[config.mk]
export PLATFORM = sky130hd
export DESIGN_NAME = fpaddsub_share_arbiter
export DESIGN_NICKNAME = d
export VERILOG_FILES = /design/src/rtl/fpaddsub_share_arbiter.sv
export SDC_FILE = /design/constraint.sdc
export NUM_CORES = 1
export LEC_CHECK = 0
export BUFFER_PORTS_ARGS = -buffer_cell sky130_fd_sc_hd__buf_2
export CORE_AREA = 2 2 94 96
export DETAILED_ROUTE_END_ITERATION = 6
export DIE_AREA = 0 0 96 98
export PLACE_DENSITY = 0.81
export SYNTH_ARGS = -nofsm -noshare
export SYNTH_HDL_FRONTEND = slang
export SYNTH_SLANG_ARGS = --single-unit
export TNS_END_PERCENT = 30
[constraint.sdc]
create_clock -name clk -period 2.6 [get_ports clk]
set_input_delay 0.26 -clock clk [delete_from_list [all_inputs] [get_ports clk]]
set_output_delay 0.26 -clock clk [all_outputs]
set_load 0.02 [all_outputs]
[src/rtl/fpaddsub_share_arbiter.sv]
// Round-robin front end that shares one fixed-latency pipelined FP add/sub unit among NREQ
// requesters, tracking each in-flight operation so its result returns to the issuer.
module fpaddsub_share_arbiter #(
  parameter int unsigned NREQ  = 4,
  parameter int unsigned WIDTH = 16,
  parameter int unsigned LAT   = 5,
  parameter int unsigned TAGW  = $clog2(NREQ)
) (
  input  logic                    clk,
  input  logic                    rst_n,
  input  logic                    flush,
  input  logic [NREQ-1:0]         req_valid,
  output logic [NREQ-1:0]         req_ready,
  input  logic [NREQ*WIDTH-1:0]   req_a,
  input  logic [NREQ*WIDTH-1:0]   req_b,
  input  logic [NREQ-1:0]         req_op,
  output logic                    fu_valid,
  output logic [WIDTH-1:0]        fu_a,
  output logic [WIDTH-1:0]        fu_b,
  output logic                    fu_op,
  input  logic [WIDTH-1:0]        fu_result,
  input  logic [4:0]              fu_flags,
  output logic [NREQ-1:0]         rsp_valid,
  output logic [WIDTH-1:0]        rsp_data,
  output logic [4:0]              rsp_flags,
  output logic                    busy
);

  logic [TAGW-1:0] rr_ptr;
  logic [TAGW-1:0] win_idx;
  logic            win_found;
  logic            hs;
  logic [TAGW-1:0] fu_tag;
  logic [LAT-1:0]  tag_vld;
  logic [TAGW-1:0] tag_id [LAT];

  // Scan from rr_ptr upward, wrapping modulo NREQ; first valid requester wins.
  always_comb begin
    int unsigned idx;
    win_found = 1'b0;
    win_idx   = '0;
    idx       = 0;
    for (int unsigned k = 0; k < NREQ; k++) begin
      idx = (32'(rr_ptr) + k) % NREQ;
      if (!win_found && req_valid[idx]) begin
        win_found = 1'b1;
        win_idx   = TAGW'(idx);
      end
    end
  end

  assign hs        = win_found & ~flush;
  assign req_ready = hs ? (NREQ'(1) << win_idx) : '0;
  assign busy      = fu_valid | (|tag_vld);

  always_ff @(posedge clk or negedge rst_n) begin
    if (!rst_n) begin
      rr_ptr   <= '0;
      fu_valid <= 1'b0;
      fu_a     <= '0;
      fu_b     <= '0;
      fu_op    <= 1'b0;
      fu_tag   <= '0;
    end else begin
      fu_valid <= hs;
      if (hs) begin
        rr_ptr <= (win_idx == TAGW'(NREQ - 1)) ? '0 : win_idx + 1'b1;
        fu_a   <= req_a[32'(win_idx)*WIDTH +: WIDTH];
        fu_b   <= req_b[32'(win_idx)*WIDTH +: WIDTH];
        fu_op  <= req_op[win_idx];
        fu_tag <= win_idx;
      end
    end
  end

  // Stage 0 captures the op the unit is sampling now; stage LAT-1 lines up with fu_result.
  always_ff @(posedge clk or negedge rst_n) begin
    if (!rst_n) begin
      tag_vld <= '0;
      for (int unsigned k = 0; k < LAT; k++) tag_id[k] <= '0;
    end else begin
      tag_id[0] <= fu_tag;
      for (int unsigned k = 1; k < LAT; k++) tag_id[k] <= tag_id[k-1];
      if (flush) begin
        tag_vld <= '0;
      end else begin
        tag_vld[0] <= fu_valid;
        for (int unsigned k = 1; k < LAT; k++) tag_vld[k] <= tag_vld[k-1];
      end
    end
  end

  always_ff @(posedge clk or negedge rst_n) begin
    if (!rst_n) begin
      rsp_valid <= '0;
      rsp_data  <= '0;
      rsp_flags <= '0;
    end else if (!flush && tag_vld[LAT-1]) begin
      rsp_valid <= NREQ'(1) << tag_id[LAT-1];
      rsp_data  <= fu_result;
      rsp_flags <= fu_flags;
    end else begin
      rsp_valid <= '0;
    end
  end

endmodule
# Word-level counts from Yosys, hierarchy flattened
# Cells that the tools add are included.
[op_classes]
add_sub_neg = 4
n_mul = 0
div_mod_pow = 0
magnitude_cmp = 5
n_eq_ne = 1
shift = 4
mux = 22
bitwise_logic = 3
reduce_logical = 9
[ops]
columns = ["operator", "count"]
rows = [
  ["64-bit by 7-bit indexed part select with 16-bit output", 2],
  ["2-bit by 3-bit < comparator with 1-bit output, second input constant", 5],
  ["1-bit binary-select mux with 2-bit select", 5],
  ["2-bit 2-to-1 mux", 5],
  ["1-bit 2-to-1 mux", 9],
  ["4-bit 2-to-1 mux", 2],
  ["1-bit by 2-bit << shifter with 4-bit output, first input constant", 2],
  ["5-bit 2-to-1 mux", 1],
  ["5-bit OR reduction", 1],
  ["2-bit by 1-bit adder with 2-bit output, second input constant", 2],
  ["2-bit adder, second input constant", 2],
  ["1-bit logical AND", 4],
  ["1-bit logical NOT", 4],
  ["2-bit == test, second input constant", 1],
  ["1-bit bitwise AND", 1],
  ["1-bit inverter", 1],
  ["1-bit bitwise OR", 1],
]
[totals]
regBits = 78
latch_bits = 0
ramBits = 0
mem_bits_ro = 0
in_bits = 160
out_inout_bits = 64
wordCells = 63
memories = 0

# Longest topological paths before layout
# Gate-level depths: netlist of run 1.
[depth]
ltp_word = 14
mapped_depth = 8
ltp_nobuf = 6

# Worst setup path after synthesis of run 1
# OpenSTA, ideal clock, no wires.
[synth_timing]
path_type = "register -> output"
start = "register rr_ptr[0]"
end = "output port req_ready[2]"
arrival_time_ns = 1.506
t_required_ns = 2.340
slack_ns = 0.834
stages_incl_launch_ff = 6
path_buffers = 1
path_cell_list = "dfrtp_1 nand2b_1 a21oi_1 or2_2 buf_2 nor3_1"
[synth_between]
elab_chain_len = 14
word_cells_on_any_way = 28
cone_classes = "add/sub (3); shift (1); mux (17); bitwise (1); reduce/logical (6)"
[synth_rtl]
columns = ["element", "line", "rtl"]
rows = [
  ["start: declaration", "29", "logic [TAGW-1:0] rr_ptr;"],
  ["start signal: assignment", "67", "rr_ptr <= (win_idx == TAGW'(NREQ - 1)) ? '0 : win_idx + 1'b1;"],
  ["parallel branches: the longest is 13 deep, another holds 2-bit by 1-bit adder with 2-bit output", "--", ""],
  ["4-bit 2-to-1 mux *", "53", "assign req_ready = hs ? (NREQ'(1) << win_idx) : '0;"],
  ["end: declaration", "13", "output logic [NREQ-1:0] req_ready,"],
]
# Mark *: on every way between the ends. The select of a mux whose other input is x is not followed.

# Worst setup path in the final report of run 1
[layout_timing]
start = "register rr_ptr[1]"
end = "output port req_ready[0]"
# Same word-level chain as after synthesis.

==> impl_metrics.tcl, run 1 <==
set metrics [dict create \
    status "finished clean" \
    use_met2 0.4124 \
    worstMarginPinSlew_ns 0.9492 \
    path_clk_slew_ns 0.09 \
    initial_core_util 0.4548 \
    drt_iter0_drc 116 \
    htree_levels 3 \
    drive_gt1_frac 0.4973 \
    dr_total_vias 3637 \
    crit_path_top_delay_cell "a311oi_1" \
    ff2ff_setup_slack_ns 0.67 \
    min_period_ns 2.194 \
    synth_fp_nets 502 \
    critical_path.top_delay_family "simple AND/OR/NAND/NOR gates" \
    clock.fmax_mhz 455.8 \
    multi_input_area_um2 1694 \
    r2r_cells 6 \
    slew_violations 0 \
    synth_common_cells "78 x dfrtp_1, 36 x and3_1, 34 x o21ai_0" \
    synth_cell_types 32 \
    synthesis.area_um2 3850 \
    finalWirelength_mm 10.87 \
    overflow 0 \
    ios 224 \
    path_cells "nand2_1 -> a311oi_1 -> or2_2 -> and3_1 -> buf_2" \
    drc_errors 0 \
    insertion_delay_ns 0.34 \
    cts_buffers 9 \
    r2r-end "fu_b[4]" \
    final-setup-viol-count 0 \
    areaGrowthSynthToFinish_pct 34.87 \
    cp.arrival_ns 1.93 \
    yosys_warnings 0 \
    fin_skew_ns 0.007413 \
    fillers 773 \
    worstSetupPathType "register to primary output" \
    grtUsageTotal 0.2302 \
    core_area_um2 8466 \
    maxSlewHeadroom 0.3672 \
    port_buffers 223 \
    hold_path_class "input pin to async pin" \
    nNetsFinal 712 \
    cts_resized 0 \
    worstReg2RegStart "rr_ptr[0]" \
    synthArstFlopShare 1.000 \
    dp.final_hpwl_mm 7.825 \
    antennaDiodeCount 0 \
    maxCapViolCount 0 \
    power.leakage_nw 2.795 \
    rows 34 \
    synth.area.top_cells "dfrtp_1 51%, mux2i_1 8.6%, a211oi_1 6.4%" \
    worst_setup_path_start_kind "register" \
    ctsRootBufferMaster "clkbuf_8" \
    postSynthCellCount 342 \
    finalWeightedCongestion 0.8643 \
    met3_usage 0.05170 \
    dpl_cell_area_um2 4980 \
    power.density_nw_per_um2 906.1 \
    detail_route.wl_per_cell_um 16.34 \
    grt_max_degree 79 \
    required_ns 2.34 \
    die-area_um2 9408 \
    synth.most_common_cell "dfrtp_1" \
    synth_top_cell_by_area "dfrtp_1" \
    die_h_um 98 \
    timing.setup.tns_ns 0 \
    antenna_found_initial 0 \
    final_cell_area_um2 5192 \
    finalHoldViolCount 0 \
    cp_max_fo 6 \
    ff_latch_area_um2 1952 \
    peakVddDrop_mv 0.4559 \
    cts_tree "built" \
    cts-hold-fix-buffers 0 \
    via_per_inst 5.469 \
    synth-seq-cells 78 \
    endpoint_kind "primary output" \
    grt_pass1_vias 3656 \
    max_stage_delay_ns 0.48 \
    ys_seq_area_frac 0.5070 \
    grt_pass1_wl_mm 16.93 \
    die_w_um 96 \
    clockBufferDepth 2 \
    rsz0062_at_grt "no" \
    grtUsageMet1 0.2579 \
    syn_area_per_cell_um2 11.26 \
    synthFlopType "dfrtp_1" \
    synth-edff-count 0 \
    crit_buf_inv 1 \
    clock-sinks 78 \
    antenna_left 0 \
    postCtsSetupBuffers 0 \
    grt.busiest_layer "met2" \
    synth_top_area_frac 0.5070 \
    first_pass_iters 5 \
    fin_crit_sh 0.8438 \
]
[worst reg2reg max path: cells and delay by family (launching register included)]
family / cells / cell delay [ns]
compound gates: 1 / 0.12
simple gates: 3 / 0.69
buf+inv: 1 / 0.26
mux: 1 / 0.32
flops: 1 / 0.41
[state kept, by name, indices dropped and copies added, names as in the netlist]
| register | flops |
|---|---|
| fu_tag | 2 |
| fu_valid | 1 |
| rr_ptr | 2 |
| rsp_flags | 5 |
| fu_a | 16 |
| rsp_valid | 4 |
| fu_op | 1 |
| tag_vld | 5 |
| fu_b | 16 |
| rsp_data | 16 |
| tag_id | 10 |
[layout by cell type (no fill, tap or decap), types with 2 or more instances in the layout]
master | synthesis | routed
buf_2 | 14 | 222
dfrtp_1 | 78 | 78
and3_1 | 36 | 36
o21ai_0 | 34 | 34
a211oi_1 | 33 | 33
mux2i_1 | 33 | 33
o22ai_1 | 33 | 33
mux2_2 | 21 | 21
clkbuf_8 | 0 | 9
nand2_1 | 8 | 8
buf_4 | 0 | 8
nor2b_1 | 7 | 6
nor2_1 | 5 | 5
nand2b_1 | 3 | 3
inv_8 | 0 | 3
nand4b_4 | 2 | 2
[through the flow]
stage          hold WS, ns  power, mW    util  instances  worst slack [ns]
2_1_floorplan     -0.03559      3.179       -        342            0.8344
3_3_place_gp        0.3326      3.703  0.5882        649            0.7540
3_5_place_dp        0.3355      3.768  0.5882        649            0.6993
4_1_cts            0.08723      4.744  0.6134        665            0.3924
5_1_grt             0.1287      5.004  0.6134        665            0.2308
6_report           0.05976      4.705  0.6134        665            0.4061
[power by group]
part	leakage, nW	internal [mW]	switching (mW)
registers	0.979	1.54	0.184
clock network	0.106	0.469	0.486
logic	1.71	0.820	1.20
[logic make-up after synthesis]
| group | Yosys count | share of synthesized area |
|---|---|---|
| buf+inv | 34 | 0.05655 |
| compound gates | 106 | 0.1722 |
| xor+xnor | 1 | 0.002275 |
| simple gates | 69 | 0.1147 |
| mux | 54 | 0.1472 |
| flops | 78 | 0.5070 |
[metal layers]
layer  vias to the layer above  part of all wire
li1                       1700                 -
met1                      1730              0.38
met2                       182              0.52
met3                        25             0.078
met4                         0             0.025
met5                         -                 0
[final cells by class]
| cell class | instances | share of cell area |
|---|---|---|
| clock inverter | 7 | 0.01711 |
| clock buffer | 9 | 0.02386 |
| tap | 108 | 0.02602 |
| timing repair buffer | 231 | 0.2294 |
| sequential | 78 | 0.3759 |
| inverter | 2 | 0.001446 |
| multi-input combinational | 230 | 0.3263 |
[how the worst max path moves through the flow]
stage | slack [ns] | startpoint | end | cells after the start
detailed placement | 0.70 | req_valid[3] | fu_b[0] | 7
global route | 0.23 | rr_ptr[1] | req_ready[0] | 5
finish | 0.41 | rr_ptr[1] | req_ready[0] | 5
floorplan | 0.83 | rr_ptr[0] | req_ready[2] | 5
global placement | 0.75 | req_valid[3] | fu_b[1] | 7
CTS | 0.39 | rr_ptr[1] | req_ready[0] | 5
Power figures use the tool's default switching activity.
==> run 2: changes to the inputs <==
- CORE_AREA: 2 2 94 96 -> 2 2 97 99
- DIE_AREA: 0 0 96 98 -> 0 0 99 101
- PLACE_DENSITY: 0.81 -> 0.76
- clock period: 2.6 -> 2.3 ns (I/O delays scaled with it)
==> run 2 against run 1 <==
  * Worst setup slack lost 0.26 ns
  * First-iteration DRC count shrank 2.6%
  * Clock power grew 2%
  * Sequential share of layout area shrank 0.39 points
  * Critical path depth is the same
  * Critical endpoint unchanged
  * Largest cell class unchanged
==> impl_metrics.tcl, run 2 (same netlist as run 1, synthesis figures left out) <==
set metrics [dict create \
    status "finished clean" \
    ios 224 \
    reg_top3 "fu_a (16), fu_b (16), rsp_data (16)" \
    seqPwrFrac 0.367 \
    core_area_um2 8977 \
    path_clk_slew_ns 0.09 \
    cts_buffers 9 \
    crit_end "req_ready[0]" \
    final_common_cell "buf_2" \
    ff_latch_area_um2 1953 \
    endpoint_kind "primary output" \
    maxCapViolCount 0 \
    areaGrowthSynthToFinish_pct 36.37 \
    min_period_ns 2.155 \
    r2r_cells 7 \
    grt_pass1_wl_mm 16.99 \
    timing.setup.tns_ns 0 \
    detail_route.wl_per_cell_um 17.07 \
    drc_errors 0 \
    combPwrFrac 0.451 \
    ff2ff_setup_slack_ns 0.28 \
    cp.arrival_ns 1.92 \
    critical_path.top_delay_family "simple AND/OR/NAND/NOR gates" \
    cp_max_fo 6 \
    crit_buf_inv 1 \
    drive_gt1_frac 0.5080 \
    overflow 0 \
    stdcell_count 674 \
    crit_path_top_delay_cell "dfrtp_2" \
    initial_core_util 0.4289 \
    rows 35 \
    cts-hold-fix-buffers 0 \
    r2r-end "fu_b[3]" \
    fin_util 0.5848 \
    dr_total_vias 3633 \
    port_buffers 223 \
    final_cell_area_um2 5250 \
    dpl_cell_area_um2 4999 \
    crit_path_start "rr_ptr[1]" \
    fin_ws_ns 0.1453 \
    post-place-cells 654 \
    htree_levels 3 \
    dp.final_hpwl_mm 8.042 \
    finalWirelength_mm 11.51 \
    worstSetupPathType "register to primary output" \
    insertion_delay_ns 0.34 \
    hold_path_class "input pin to async pin" \
    power.leakage_nw 2.811 \
    finalHoldViolCount 0 \
    fillers 778 \
    mostFrequentLayoutCells "222 x buf_2, 77 x dfrtp_1, 36 x and3_1, 34 x o21ai_0" \
    worst_setup_path_start_kind "register" \
    fin_skew_ns 0.006935 \
    die_w_um 99 \
    final-setup-viol-count 0 \
    die_h_um 101 \
    grtUsageTotal 0.2161 \
    cts_tree "built" \
    path_depth 5 \
    via_per_inst 5.390 \
    antennaDiodeCount 0 \
    p_sw_mw 2.190 \
    grt_max_degree 79 \
    dp_slack_ns 0.1506 \
    worstMarginPinSlew_ns 0.9678 \
    ctsRootBufferMaster "clkbuf_8" \
    antenna_left 0 \
    fin_crit_sh 0.9368 \
    required_ns 2.07 \
    swShare 0.4113 \
    first_pass_iters 4 \
    finalWeightedCongestion 0.8356 \
    grt_pass1_vias 3493 \
    die-area_um2 9999 \
    maxSlewHeadroom 0.3548 \
    drt_iter0_drc 113 \
    path_cells "nand2_1 -> a311oi_2 -> or2_2 -> and3_1 -> buf_2" \
    clock-sinks 78 \
    power.density_nw_per_um2 1014 \
    antenna_found_initial 0 \
    nNetsFinal 718 \
    max_stage_delay_ns 0.48 \
    rsz0062_at_grt "no" \
    clockBufferDepth 2 \
    pwr-share-clk 0.182 \
    peakVddDrop_mv 0.4603 \
    slew_violations 0 \
    worstReg2RegStart "rr_ptr[0]" \
    p_int_mw 3.136 \
    multi_input_area_um2 1752 \
    clock.fmax_mhz 464.1 \
]
-- run 2: how the worst min path moves through the flow --
stage	from	endpoint	slack (ns)
after global routing	fu_result[12]	rsp_data[12]	0.09
after floorplan	rst_n	fu_a[0]	-0.07
final	rst_n	rsp_flags[1]	0.03
after global placement	tag_id[2]	tag_id[0]	0.33
after detailed placement	tag_id[3]	tag_id[1]	0.34
after CTS	rst_n	rsp_flags[1]	0.07
-- run 2: repair_timing --
item,4_1_cts,5_1_grt
setup buffers,0,1
resized for setup,1,4
cloned,0,3
endpoints found under the hold margin,0,0
pin swaps,0,3
endpoints found under the setup margin,3,3
-- run 2: per-stage QoR --
stage	hold WS (ns)	power, mW
floorplan	-0.06559	3.594
global placement	0.3313	4.200
detailed placement	0.3362	4.267
CTS	0.06853	5.264
global route	0.08745	5.668
finish	0.03099	5.326
-- run 2: layout make-up --
type | instances | area share
clock inverter | 7 | 0.01168
sequential | 78 | 0.3720
timing repair buffer | 234 | 0.2312
multi-input combinational | 233 | 0.3337
inverter | 2 | 0.001430
tap | 111 | 0.02645
clock buffer | 9 | 0.02359
-- run 2: metal layers --
layer	wire length, µm	GRT usage	part of all wire	vias up
li1	-	-	-	1724
met1	4455	0.2514	0.39	1712
met2	6022	0.3862	0.52	180
met3	840	0.04924	0.073	17
met4	187	0.08535	0.016	0
met5	0	0	0	-
-- run 2: power by group through the flow --
stage / registers, mW / clock network (mW) / logic [mW]
after floorplan: 2.30 / 0 / 1.29
after global placement: 1.96 / 0 / 2.24
after detailed placement: 1.97 / 0 / 2.30
after CTS: 1.95 / 1.00 / 2.31
after global routing: 2.01 / 1.06 / 2.60
final: 1.95 / 0.969 / 2.40
==> run 3: changes to the inputs <==
- REMOVE_ABC_BUFFERS: unset -> 1
- SETUP_SLACK_MARGIN: unset -> 0.1
==> run 3 against run 2 <==
  * Design area about the same
  * Critical path depth unchanged
  * First-iteration DRC count decreased by 17%
  * Critical path type unchanged
  * Critical endpoint unchanged
==> impl_metrics.tcl, run 3 (same netlist as run 1, synthesis figures left out) <==
set metrics [dict create \
    grt_max_degree 67 \
    path_clk_slew_ns 0.09 \
    power.leakage_nw 2.813 \
    maxSlewHeadroom 0.6251 \
    power.density_nw_per_um2 1010 \
    overflow 0 \
    cp.arrival_ns 1.82 \
    fin_skew_ns 0.01494 \
    die-area_um2 9999 \
    crit_buf_inv 1 \
    peakVddDrop_mv 0.4038 \
    htree_levels 3 \
    whs_ns 0.1261 \
    initial_core_util 0.4289 \
    mostFrequentLayoutCells "222 x buf_2, 78 x dfrtp_1, 36 x and3_1, 34 x o21ai_0" \
    dr_total_vias 3535 \
    grtUsageTotal 0.2104 \
    dp_slack_ns 0.4646 \
    die_h_um 101 \
    nNetsFinal 716 \
    r2r_cells 6 \
    crit_path_top_delay_cell "dfrtp_1" \
    die_w_um 99 \
    required_ns 2.07 \
    cp_max_fo 6 \
    dp.final_hpwl_mm 7.749 \
    clock-sinks 78 \
    dpl_cell_area_um2 5004 \
    fin_ws_ns 0.2535 \
    rows 35 \
    antenna_found_initial 0 \
    status "finished clean" \
    areaGrowthSynthToFinish_pct 36.30 \
    grt_pass1_wl_mm 16.83 \
    hold_depth 2 \
    slew_violations 0 \
    insertion_delay_ns 0.33 \
    port_buffers 223 \
    first_pass_iters 4 \
    cts_tree "built" \
    ios 224 \
    rsz0062_at_grt "no" \
    drc_errors 0 \
    detail_route.wl_per_cell_um 15.67 \
    clock.fmax_mhz 488.6 \
    final_common_cell "buf_2" \
    critical_path.top_delay_family "simple AND/OR/NAND/NOR gates" \
    worstSetupPathType "register to primary output" \
    endpoint_kind "primary output" \
    final_cell_area_um2 5248 \
    hold_path_class "input pin to register" \
    finalWeightedCongestion 0.8072 \
    via_per_inst 5.268 \
    antennaDiodeCount 0 \
    worstMarginPinSlew_ns 0.5623 \
    power_mw 5.300 \
    final-setup-viol-count 0 \
    cts_buffers 9 \
    finalHoldViolCount 0 \
    path_cells "nand2_1 -> a311oi_2 -> or2_2 -> and3_1 -> buf_2" \
    max_stage_delay_ns 0.48 \
    drive_gt1_frac 0.5018 \
    reg_top3 "fu_a (16), fu_b (16), rsp_data (16)" \
    ctsRootBufferMaster "clkbuf_8" \
    worst_setup_path_start_kind "register" \
    fin_crit_sh 0.8898 \
    path_depth 5 \
    antenna_left 0 \
    grt_pass1_vias 3515 \
    finalWirelength_mm 10.52 \
    maxCapViolCount 0 \
    clockBufferDepth 2 \
    min_period_ns 2.046 \
    core_area_um2 8977 \
    drt_iter0_drc 94 \
]
## run 3: cell count changes in the layout (fill, tap and decap cells not counted), sizes merged
cell and delta:
inv -4, clkinv +1, nand4b -1, bufinv +1, nand2 -1, clkbuf +1
and2 -1, dlygate4sd3 +1
## run 3: layout make-up
| cell class | count | area, µm² |
|---|---|---|
| clock buffer | 10 | 137.6 |
| clock inverter | 5 | 58.81 |
| fill | 768 | 3730 |
| inverter | 2 | 7.507 |
| multi-input combinational | 230 | 1704 |
| sequential | 78 | 1952 |
| tap | 111 | 138.9 |
| timing repair buffer | 235 | 1249 |
## run 3: where the power goes
group	switching [mW]	internal, mW	leakage (nW)
combinational	1.36	0.977	1.74
sequential	0.204	1.74	0.979
clock	0.490	0.527	0.0948
total	2.05	3.25	2.81
## run 3: final timing paths
path / startpoint / endpoint / slack, ns
max: rr_ptr[1] / req_ready[0] / 0.25
min: fu_result[10] / rsp_data[10] / 0.13
max reg2reg: rr_ptr[0] / fu_b[5] / 0.43
min reg2reg: tag_id[5] / tag_id[3] / 0.35
max in group asynchronous: rst_n / tag_id[5] / 1.31
min in group asynchronous: rst_n / fu_a[15] / 0.41
## run 3: per-stage QoR
stage	std cells	util	TNS (ns)
after CTS	669	0.5810	0
final	671	0.5845	0
after floorplan	310	-	-34.40
after detailed placement	653	0.5574	0
after global placement	653	0.5574	0
after global routing	671	0.5845	0
## run 3: metal layers
metal  share of wire  GRT usage
met2            0.49     0.3643
met5               0          0
met1            0.42     0.2608
met3           0.074    0.04508
met4           0.011    0.07376
## run 3: what timing repair did
action | in CTS | in global routing
pin swaps | 0 | 2
endpoints found under the hold margin | 40 | 0
cloned | 0 | 0
setup endpoints to repair | 2 | 2
setup buffers | 0 | 2
gates resized for setup | 1 | 1
hold buffers | 1 | 0
